<file path="config.mk">
export PLATFORM = sky130hd
export DESIGN_NAME = lcd_char_frame_driver
export DESIGN_NICKNAME = d
export VERILOG_FILES = /design/src/rtl/lcd_char_frame_driver.sv
export SDC_FILE = /design/constraint.sdc
export NUM_CORES = 1
export LEC_CHECK = 0
export ABC_AREA = 1
export BUFFER_PORTS_ARGS = -buffer_cell sky130_fd_sc_hd__buf_2
export CORE_ASPECT_RATIO = 2
export CORE_MARGIN = 2
export CORE_UTILIZATION = 50
export DETAILED_ROUTE_END_ITERATION = 10
export PLACE_DENSITY = 0.77
export SLEW_MARGIN = 30
export SYNTH_ARGS = -nofsm -noshare
export SYNTH_HDL_FRONTEND = slang
export SYNTH_SLANG_ARGS = --single-unit
</file>
<file path="constraint.sdc">
create_clock -name CLK -period 7.7 [get_ports CLK]
set_input_delay 0.77 -clock CLK [delete_from_list [all_inputs] [get_ports CLK]]
set_output_delay 0.77 -clock CLK [all_outputs]
set_load 0.01 [all_outputs]
</file>
<file path="src/rtl/lcd_char_frame_driver.sv">
// lcd_char_frame_driver
//   HD44780-class 16x2 character LCD driver for the watch. Runs the power-up
//   init sequence once, then refreshes line 1 with "HH:MM:SS" and line 2 with
//   "YY-MM-DD" forever. Every LCD write is one step: RS/DATA are presented at
//   step entry, LCD_E is high for E_HIGH cycles starting one cycle later, and
//   RS/DATA stay stable until the step ends, which gives setup and hold time.
//   One digit can be blanked on alternate blink phases for the set mode.
//   There is no valid/ready handshake here: the LCD is write-only and paced
//   purely by the step timers, so inputs are simply sampled once per frame.
module lcd_char_frame_driver #(
  parameter int PWRUP_CYCLES = 70,
  parameter int STEP_CYCLES  = 20,
  parameter int E_HIGH       = 4,
  parameter int CLR_CYCLES   = 200,
  parameter int BLINK_FRAMES = 8
) (
  input  logic        CLK,
  input  logic        RESETN,
  input  logic [23:0] TIME_BCD,
  input  logic [23:0] DATE_BCD,
  input  logic        BLINK_EN,
  input  logic [3:0]  BLINK_POS,
  output logic        LCD_E,
  output logic        LCD_RS,
  output logic        LCD_RW,
  output logic [7:0]  LCD_DATA,
  output logic        INIT_DONE,
  output logic        FRAME_DONE,
  output logic [3:0]  DBG_STATE
);

  // Step/blink counters are wide enough for any practical cycle parameter.
  localparam int CW = 16;

  typedef enum logic [3:0] {
    ST_PWRUP = 4'd0,
    ST_FUNC  = 4'd1,
    ST_DISP  = 4'd2,
    ST_ENTRY = 4'd3,
    ST_CLEAR = 4'd4,
    ST_ADDR1 = 4'd5,
    ST_L1    = 4'd6,
    ST_ADDR2 = 4'd7,
    ST_L2    = 4'd8
  } state_t;

  state_t        state;
  state_t        state_next;
  logic [CW-1:0] cnt;
  logic [CW-1:0] step_len;
  logic          step_end;
  logic [3:0]    char_idx;
  logic          frame_end;
  logic          e_window;

  logic          init_done_q;
  logic [23:0]   snap_time;
  logic [23:0]   snap_date;
  logic          snap_blink_en;
  logic [3:0]    snap_blink_pos;
  logic [CW-1:0] blink_cnt;
  logic          blink_off;

  logic          is_line2;
  logic          is_digit;
  logic [2:0]    dig_sel;
  logic [3:0]    digit_idx;
  logic [3:0]    nib;
  logic [23:0]   src;
  logic [7:0]    char_byte;

  // BCD digit to ASCII; anything outside 0..9 shows as '?'.
  function automatic logic [7:0] digit_char(input logic [3:0] d);
    logic [7:0] c;
    if (d <= 4'd9) c = {4'h3, d};
    else           c = 8'h3F;
    return c;
  endfunction

  // Nibble sel (0 = most significant) of a six-digit BCD bus.
  function automatic logic [3:0] nibble_at(input logic [23:0] bus, input logic [2:0] sel);
    logic [3:0] n;
    case (sel)
      3'd0:    n = bus[23:20];
      3'd1:    n = bus[19:16];
      3'd2:    n = bus[15:12];
      3'd3:    n = bus[11:8];
      3'd4:    n = bus[7:4];
      default: n = bus[3:0];
    endcase
    return n;
  endfunction

  // Length of the current step and its last cycle.
  always_comb begin
    case (state)
      ST_PWRUP: step_len = CW'(PWRUP_CYCLES);
      ST_CLEAR: step_len = CW'(CLR_CYCLES);
      default:  step_len = CW'(STEP_CYCLES);
    endcase
    step_end  = (cnt == step_len - CW'(1));
    frame_end = (state == ST_L2) && (char_idx == 4'd15) && step_end;
    e_window  = (cnt >= CW'(1)) && (cnt <= CW'(E_HIGH));
  end

  // Next-state: advance one command/character per completed step.
  always_comb begin
    state_next = state;
    if (step_end) begin
      case (state)
        ST_PWRUP: state_next = ST_FUNC;
        ST_FUNC:  state_next = ST_DISP;
        ST_DISP:  state_next = ST_ENTRY;
        ST_ENTRY: state_next = ST_CLEAR;
        ST_CLEAR: state_next = ST_ADDR1;
        ST_ADDR1: state_next = ST_L1;
        ST_L1:    state_next = (char_idx == 4'd15) ? ST_ADDR2 : ST_L1;
        ST_ADDR2: state_next = ST_L2;
        ST_L2:    state_next = (char_idx == 4'd15) ? ST_ADDR1 : ST_L2;
        default:  state_next = ST_PWRUP;
      endcase
    end
  end

  // State register, step cycle counter and character column.
  always_ff @(posedge CLK) begin
    if (!RESETN) begin
      state    <= ST_PWRUP;
      cnt      <= '0;
      char_idx <= '0;
    end else begin
      state <= state_next;
      cnt   <= step_end ? '0 : cnt + CW'(1);
      // 16 columns in a 4-bit index wrap back to 0 exactly at line end.
      if (step_end && ((state == ST_L1) || (state == ST_L2)))
        char_idx <= char_idx + 4'd1;
    end
  end

  // INIT_DONE is set on entry to ADDR1 (so it is high at k=0) and the frame
  // inputs are frozen at the end of ADDR1 k=0 for the rest of the frame.
  always_ff @(posedge CLK) begin
    if (!RESETN) begin
      init_done_q    <= 1'b0;
      snap_time      <= '0;
      snap_date      <= '0;
      snap_blink_en  <= 1'b0;
      snap_blink_pos <= '0;
    end else begin
      if ((state_next == ST_ADDR1) && (state != ST_ADDR1))
        init_done_q <= 1'b1;
      if ((state == ST_ADDR1) && (cnt == '0)) begin
        snap_time      <= TIME_BCD;
        snap_date      <= DATE_BCD;
        snap_blink_en  <= BLINK_EN;
        snap_blink_pos <= BLINK_POS;
      end
    end
  end

  // Blink phase: toggles every BLINK_FRAMES completed frames, starts "on".
  always_ff @(posedge CLK) begin
    if (!RESETN) begin
      blink_cnt <= '0;
      blink_off <= 1'b0;
    end else if (frame_end) begin
      if (blink_cnt == CW'(BLINK_FRAMES - 1)) begin
        blink_cnt <= '0;
        blink_off <= ~blink_off;
      end else begin
        blink_cnt <= blink_cnt + CW'(1);
      end
    end
  end

  // Character for the current column. BLINK_POS is a digit index
  // (0..5 time, 6..11 date, MSB first), not a screen column.
  always_comb begin
    is_line2  = (state == ST_L2);
    src       = is_line2 ? snap_date : snap_time;
    dig_sel   = 3'd0;
    is_digit  = 1'b0;
    char_byte = 8'h20;
    case (char_idx)
      4'd0:       begin dig_sel = 3'd0; is_digit = 1'b1; end
      4'd1:       begin dig_sel = 3'd1; is_digit = 1'b1; end
      4'd3:       begin dig_sel = 3'd2; is_digit = 1'b1; end
      4'd4:       begin dig_sel = 3'd3; is_digit = 1'b1; end
      4'd6:       begin dig_sel = 3'd4; is_digit = 1'b1; end
      4'd7:       begin dig_sel = 3'd5; is_digit = 1'b1; end
      4'd2, 4'd5: char_byte = is_line2 ? 8'h2D : 8'h3A;
      default:    char_byte = 8'h20;
    endcase
    digit_idx = {1'b0, dig_sel} + (is_line2 ? 4'd6 : 4'd0);
    nib       = nibble_at(src, dig_sel);
    if (is_digit) begin
      if (snap_blink_en && blink_off && (snap_blink_pos <= 4'd11) &&
          (snap_blink_pos == digit_idx))
        char_byte = 8'h20;
      else
        char_byte = digit_char(nib);
    end
  end

  // LCD pins: byte and RS from step entry, E strobe inside the step.
  always_comb begin
    LCD_E      = 1'b0;
    LCD_RS     = 1'b0;
    LCD_DATA   = 8'h00;
    FRAME_DONE = 1'b0;
    case (state)
      ST_PWRUP: LCD_DATA = 8'h00;
      ST_FUNC:  begin LCD_DATA = 8'h38; LCD_E = e_window; end
      ST_DISP:  begin LCD_DATA = 8'h0C; LCD_E = e_window; end
      ST_ENTRY: begin LCD_DATA = 8'h06; LCD_E = e_window; end
      ST_CLEAR: begin LCD_DATA = 8'h01; LCD_E = e_window; end
      ST_ADDR1: begin LCD_DATA = 8'h80; LCD_E = e_window; end
      ST_ADDR2: begin LCD_DATA = 8'hC0; LCD_E = e_window; end
      ST_L1:    begin LCD_DATA = char_byte; LCD_RS = 1'b1; LCD_E = e_window; end
      ST_L2:    begin
        LCD_DATA   = char_byte;
        LCD_RS     = 1'b1;
        LCD_E      = e_window;
        FRAME_DONE = frame_end;
      end
      default:  LCD_DATA = 8'h00;
    endcase
  end

  assign LCD_RW    = 1'b0;
  assign INIT_DONE = init_done_q;
  assign DBG_STATE = state;

endmodule
</file>
==> results of run 1 <==
report_power, final:
part | total, mW | switching, mW | internal, mW
combinational | 0.0390 | 0.0219 | 0.0171
clock | 0.485 | 0.186 | 0.299
sequential | 0.495 | 0.00207 | 0.493
total | 1.02 | 0.210 | 0.808
final timing paths:
check,startpoint,endpoint,slack [ns]
max,DBG_STATE[1],LCD_DATA[4],3.53
max reg2reg,DBG_STATE[1],blink_cnt[8],5.20
min reg2reg,snap_time[5],snap_time[5],0.45
min,snap_time[5],snap_time[5],0.45
state kept, by name, summed over array words and instances, names as in the netlist:
name	cells
blink_cnt	16
snap_blink_pos	4
blink_off	1
char_idx	4
snap_blink_en	1
snap_time	24
cnt	16
INIT_DONE	1
DBG_STATE	4
snap_date	24
final cells by class:
| class | count | area, sq um |
|---|---|---|
| clock buffer | 11 | 252.7 |
| clock inverter | 3 | 67.56 |
| fill | 1102 | 4427 |
| inverter | 115 | 432.9 |
| multi-input combinational | 556 | 2867 |
| sequential | 95 | 1902 |
| tap | 137 | 171.4 |
| timing repair buffer | 71 | 357.8 |
kinds of logic (layout without fill, tap and decap cells):
family | count (synthesis) | after routing | share of synthesized area [%]
flops | 95 | 95 | 35.59
compound gates | 177 | 177 | 17.14
other cells | 1 | 1 | 0.07017
buf+inv | 144 | 200 | 10.77
simple gates | 355 | 355 | 31.73
mux | 1 | 1 | 0.1873
xor+xnor | 11 | 11 | 1.803
fa+ha+maj | 11 | 11 | 2.716
cell usage in the layout (no fill, tap or decap), drive strengths merged, types with 2 or more instances in the layout:
cell type,instances
xor2,10
a21oi,87
or2,5
o21ai,79
ha,10
dfxtp,95
nor2,80
buf,71
nand4,18
o211ai,3
clkbuf,11
nor3,20
nand3,60
nor4,6
o21a,4
nand2,160
nor3b,5
bufinv,2
clkinv,2
inv,113
critical path: cells and delay by family, from the launching register on:
family	cells	cell delay, ns
AOI/OAI and AO/OA	2	0.16
buffers and inverters	3	0.42
DFF	1	0.41
xor gates and xnor gates	1	0.14
and+or+nand+nor	6	1.27
adders and majority gates	2	0.65
per-layer routing:
layer | part of all wire [%] | vias to the layer above | GRT usage [%]
li1 | - | 2698 | -
met1 | 36 | 2320 | 22.68
met2 | 54 | 129 | 47.19
met3 | 3.3 | 57 | 3.597
met4 | 6.9 | 0 | 18.30
met5 | 0 | - | 0
==> metrics.txt, run 1 <==
Tot Pwr 1.018 mW; Clock Tree Root clkbuf_16; share of layout cells above drive strength 1 15.51%; Final #Nets 914; worst skew pair latency 0.34 ns; ANT nets after route 0; hold buffers post-CTS 0; input/output buffers 70; final setup TNS 0 ns; Sink Count 95; Critical Path RT 6.93 ns; PD cells 168.3 mW/mm^2; CP Cell Sequence nor2_4 > nand2_4 > inv_2 > ha_1 > inv_1 > fa_1 > xor2_1 > nand4_1 > nor2_1 > o211ai_1 > nand2_1 > a21oi_1 > or2_1 > buf_2; postcts setup bufs 0; vias per cell 5.267; total CTS buffers 9; die area 0.01158 sq mm; post-DP HPWL 10390 microns; worst hold stages 2; Mapped Nets 861; slew at the pin with the worst max-slew slack 0.8324 ns; fin crit period 4.170 ns; FFs w/ async S/R, synth 0%; Clock transition at path regs 0.06 ns; Max Clk Rate 0.2398 GHz; Cells after Synth 795; Hold WC Path Type reg -> reg; count leader, synth nand2_1; cts repair resizes 0; post-synth top area share 35.59%; post-synth cell types 45; Final Cycle Share 54.16%; DRT Pass-1 Iters 4; final setup margin 3.530 ns; LEAKAGE 2.521 nW; antenna violations before repair 0; area leader, netlist dfxtp_1; Setup WS pre-CTS 3.882 ns; total grt overflow 0; status completed; CTS tree built; Ports 72; largest net degree at the start of global routing 107; setup violators final 0; non-filler cells, final 988; wire per inst 13.65 microns; crit path launch type flop; mapped cell area 0.005344 sq mm; CP arrival 3.40 ns; DRT iter0 DRCs 276; clk buf depth 2; crit path max-delay cell type fa_1; ANT cells 0; final hold viol count 0; Avg Inst Size Synth 6.722 sq um; post-synthesis sequential area ratio 35.59%; core area 0.01048 sq mm; routability congestion estimate from global placement 0.9370; Die Ht 150.2 microns; top cells by count, synth nand2_1 (149), inv_1 (102), dfxtp_1 (95); Row Count 53; yosys warns 0; Tot GR Track Use 24.46%; CP Class reg -> out; Crit Path Max Fanout 37; first-pass GRT wire length 22430 microns; vias after detailed routing 5204; hold_ws 0.4469 ns; vias in the first global route 5030; predominant post-synthesis flop cell dfxtp_1; Max Cap Viol 0; DRC Markers 0; Die X 77.10 microns; worst stage delay on the critical path 0.48 ns; RSZ-0062 raised after global routing false; Finished Core Util 57.75%; max-slew violation count 0; cell count after placement 974; Crit. End Element output port; largest cells by area after synthesis dfxtp_1 (36%), nand2_1 (10%), a21oi_1 (8.1%); Synth Register Bits 95; Worst R2R Path Depth 9; final instance area 0.006051 sq mm; H-Tree Depth 3; Slew HR 44.51%; DP Area 0.005731 sq mm; final wirelength 13490 microns; Layout area overhead 13.23%; Worst VDD drop 109.4 uV; Post-synth EDFFs 0; Initial Util 51.00%; clock skew 0.008129 ns
No activity file was read; power rests on OpenSTA's default activity.
==> run 2, diff against run 1 <==
--- a/config.mk
+++ b/config.mk
@@ -11,7 +11,7 @@
 export CORE_MARGIN = 2
 export CORE_UTILIZATION = 50
 export DETAILED_ROUTE_END_ITERATION = 10
-export PLACE_DENSITY = 0.77
+export PLACE_DENSITY = 0.8
 export SLEW_MARGIN = 30
 export SYNTH_ARGS = -nofsm -noshare
 export SYNTH_HDL_FRONTEND = slang
==> constraint.sdc (replaced) <==
create_clock -name CLK -period 3.6 [get_ports CLK]
set_input_delay 0.36 -clock CLK [delete_from_list [all_inputs] [get_ports CLK]]
set_output_delay 0.36 -clock CLK [all_outputs]
set_load 0.01 [all_outputs]
==> run 2 against run 1 <==
Effect of this change: sequential share of layout area is 0.15 points lower; die area stayed put; hold slack worse by 0.16 ns; final area is 0.48% higher; clock power is 87% higher; worst setup slack worse by 3.4 ns.
==> metrics.txt, run 2 (synthesis gave the netlist of run 1 again) <==
clock skew 0.01246 ns (+0.004333 ns); Worst VDD drop 282.5 uV (+160%); Crit Path Max Fanout 7 (-81%); crit path launch type flop; vias per cell 5.248 (-0.36%); Tot Pwr 2.049 mW (+100%); die area 0.01158 sq mm (unchanged); Seq pwr share 51.6% (+3.0 points); Sink Count 95 (unchanged); Max Clk Rate 0.2916 GHz; Gate power share 4.1% (+0.3 points); PD cells 337.0 mW/mm^2 (+100%); input/output buffers 70 (unchanged); DRT iter0 DRCs 259 (-6.2%); first-pass GRT wire length 21450 microns (-4.4%); Crit. End Element output port; Critical Path Sink LCD_DATA[4]; hold buffers post-CTS 0 (unchanged); antenna violations before repair 0 (unchanged); Max Cap Viol 0 (unchanged); post-DP HPWL 10180 microns (-2.0%); most frequent cells in the layout nand2_1 (149), inv_1 (101), dfxtp_1 (95), a21oi_1 (87); ANT cells 0 (unchanged); Row Count 53 (unchanged); max-slew violation count 0 (unchanged); sw power 478.3 uW (+130%); non-filler cells, final 998 (+1.0%); RR Startpoint DBG_STATE[2]; Worst R2R Path Depth 8 (-1); vias in the first global route 4903 (-2.5%); Tot GR Track Use 23.23% (-1.2 points); clock power share 44.3% (-3.3 points); Final Cycle Share 95.26%; vias after detailed routing 5238 (+0.65%); routability congestion estimate from global placement 1.007 (+7.5%); fin crit period 3.429 ns; Initial Util 51.00% (unchanged); DRT Pass-1 Iters 6 (+2); Final #Nets 922 (+0.88%); CTS tree built; final instance area 0.006080 sq mm (+0.48%); wire per inst 13.35 microns (-2.2%); DP Area 0.005776 sq mm (+0.79%); worst skew pair latency 0.35 ns (about the same); total CTS buffers 9 (unchanged); Crit Reg-Reg Endpoint snap_time[21]; slew at the pin with the worst max-slew slack 0.7916 ns (-0.04083 ns); CP Class reg -> out; Clock transition at path regs 0.07 ns (about the same); Ports 72 (unchanged); status completed; P_int 1.571 mW (+94%); cell count after placement 980 (+0.62%); Slew HR 46.82% (+2.3 points); final wirelength 13330 microns (-1.2%); RSZ-0062 raised after global routing false; core area 0.01048 sq mm (unchanged); Worst setup startpoint DBG_STATE[3]; Filler Cells Inserted 1095 (-0.64%); Clock Tree Root clkbuf_16; Die X 77.10 microns (unchanged); final setup TNS 0 ns (unchanged); largest net degree at the start of global routing 59 (-45%); ANT nets after route 0 (unchanged); R2R Setup Slk 0.97 ns (-4.23 ns); Critical Path RT 3.24 ns (-3.69 ns); Die Ht 150.2 microns (unchanged); total grt overflow 0 (unchanged); Switching Fraction 23.35% (+2.7 points); setup violators final 0 (unchanged); Top Registers snap_date (24), snap_time (24); DRC Markers 0 (unchanged); H-Tree Depth 3 (unchanged); CP arrival 3.07 ns (-0.33 ns); LEAKAGE 2.541 nW (+0.78%); commonest non-fill, non-tap cell in the layout nand2_1; share of layout cells above drive strength 1 16.61% (+1.1 points); Hold WC Path Type in -> reg; Layout area overhead 13.77%; clk buf depth 2 (unchanged); final hold viol count 0 (unchanged)
-- run 2: cell count changes in the layout (fill, tap and decap cells not counted), moves of 2 or more --
cell       before  now
buf_4           1    9
bufinv_16       2    0
clkbuf_8        2    0
clkinv_4        0    3
inv_6           0    3
-- run 2: how the worst min path moves through the flow --
stage	startpoint	to	cells past startpoint
after floorplan	snap_date[0]	snap_date[0]	2
after global placement	snap_date[2]	snap_date[2]	2
after detailed placement	snap_blink_en	snap_blink_en	2
after CTS	TIME_BCD[5]	snap_time[5]	3
after global routing	TIME_BCD[5]	snap_time[5]	3
final	TIME_BCD[0]	snap_time[0]	3
-- run 2: layer usage --
| metal | global-route usage (%) | part of all wire (%) |
|---|---|---|
| met5 | 0 | 0 |
| met4 | 13.66 | 4.8 |
| met3 | 4.017 | 4.3 |
| met2 | 45.39 | 55 |
| met1 | 22.23 | 36 |
-- run 2: stage by stage --
step | hold WS [ns] | setup WS (ns) | util (%)
after floorplan | 0.4205 | 0.8868 | -
after global placement | 0.4327 | 0.5602 | 55.12
after detailed placement | 0.4374 | 0.4414 | 55.12
after CTS | 0.2891 | 0.07336 | 57.81
after global routing | 0.2941 | 0.01107 | 58.02
final | 0.2891 | 0.1708 | 58.02
-- run 2: power by group through the flow --
stage          registers [mW]  logic, mW  clock network (mW)
3_5_place_dp             1.08     0.0852                   0
4_1_cts                  1.06     0.0853               0.922
5_1_grt                  1.06     0.0973               0.957
6_report                 1.06     0.0846               0.907
2_1_floorplan            1.08     0.0478                   0
3_3_place_gp             1.08     0.0845                   0
-- run 2: timing repair --
action	in CTS	in global routing
gates resized for setup	0	3
setup buffers	0	2
setup endpoints to repair	0	4
-- run 2: cell type report --
type,instances,area (sq um),area share [%]
clock buffer,10,229.0,3.766
multi-input combinational,556,2874,47.27
clock inverter,6,52.55,0.8644
sequential,95,1902,31.28
timing repair buffer,79,417.9,6.874
tap,137,171.4,2.820
inverter,115,432.9,7.121
-- run 2: critical path, stage by stage (launching register included) --
cell	delay, ns
dfxtp_1	0.44
inv_2	0.13
nor2_4	0.19
nand2_4	0.06
inv_2	0.13
ha_1	0.16
inv_1	0.04
fa_1	0.50
xor2_1	0.19
nand4_1	0.11
nor2_1	0.10
o211ai_1	0.09
nand2_1	0.14
a21oi_1	0.10
or2_1	0.21
buf_2	0.13
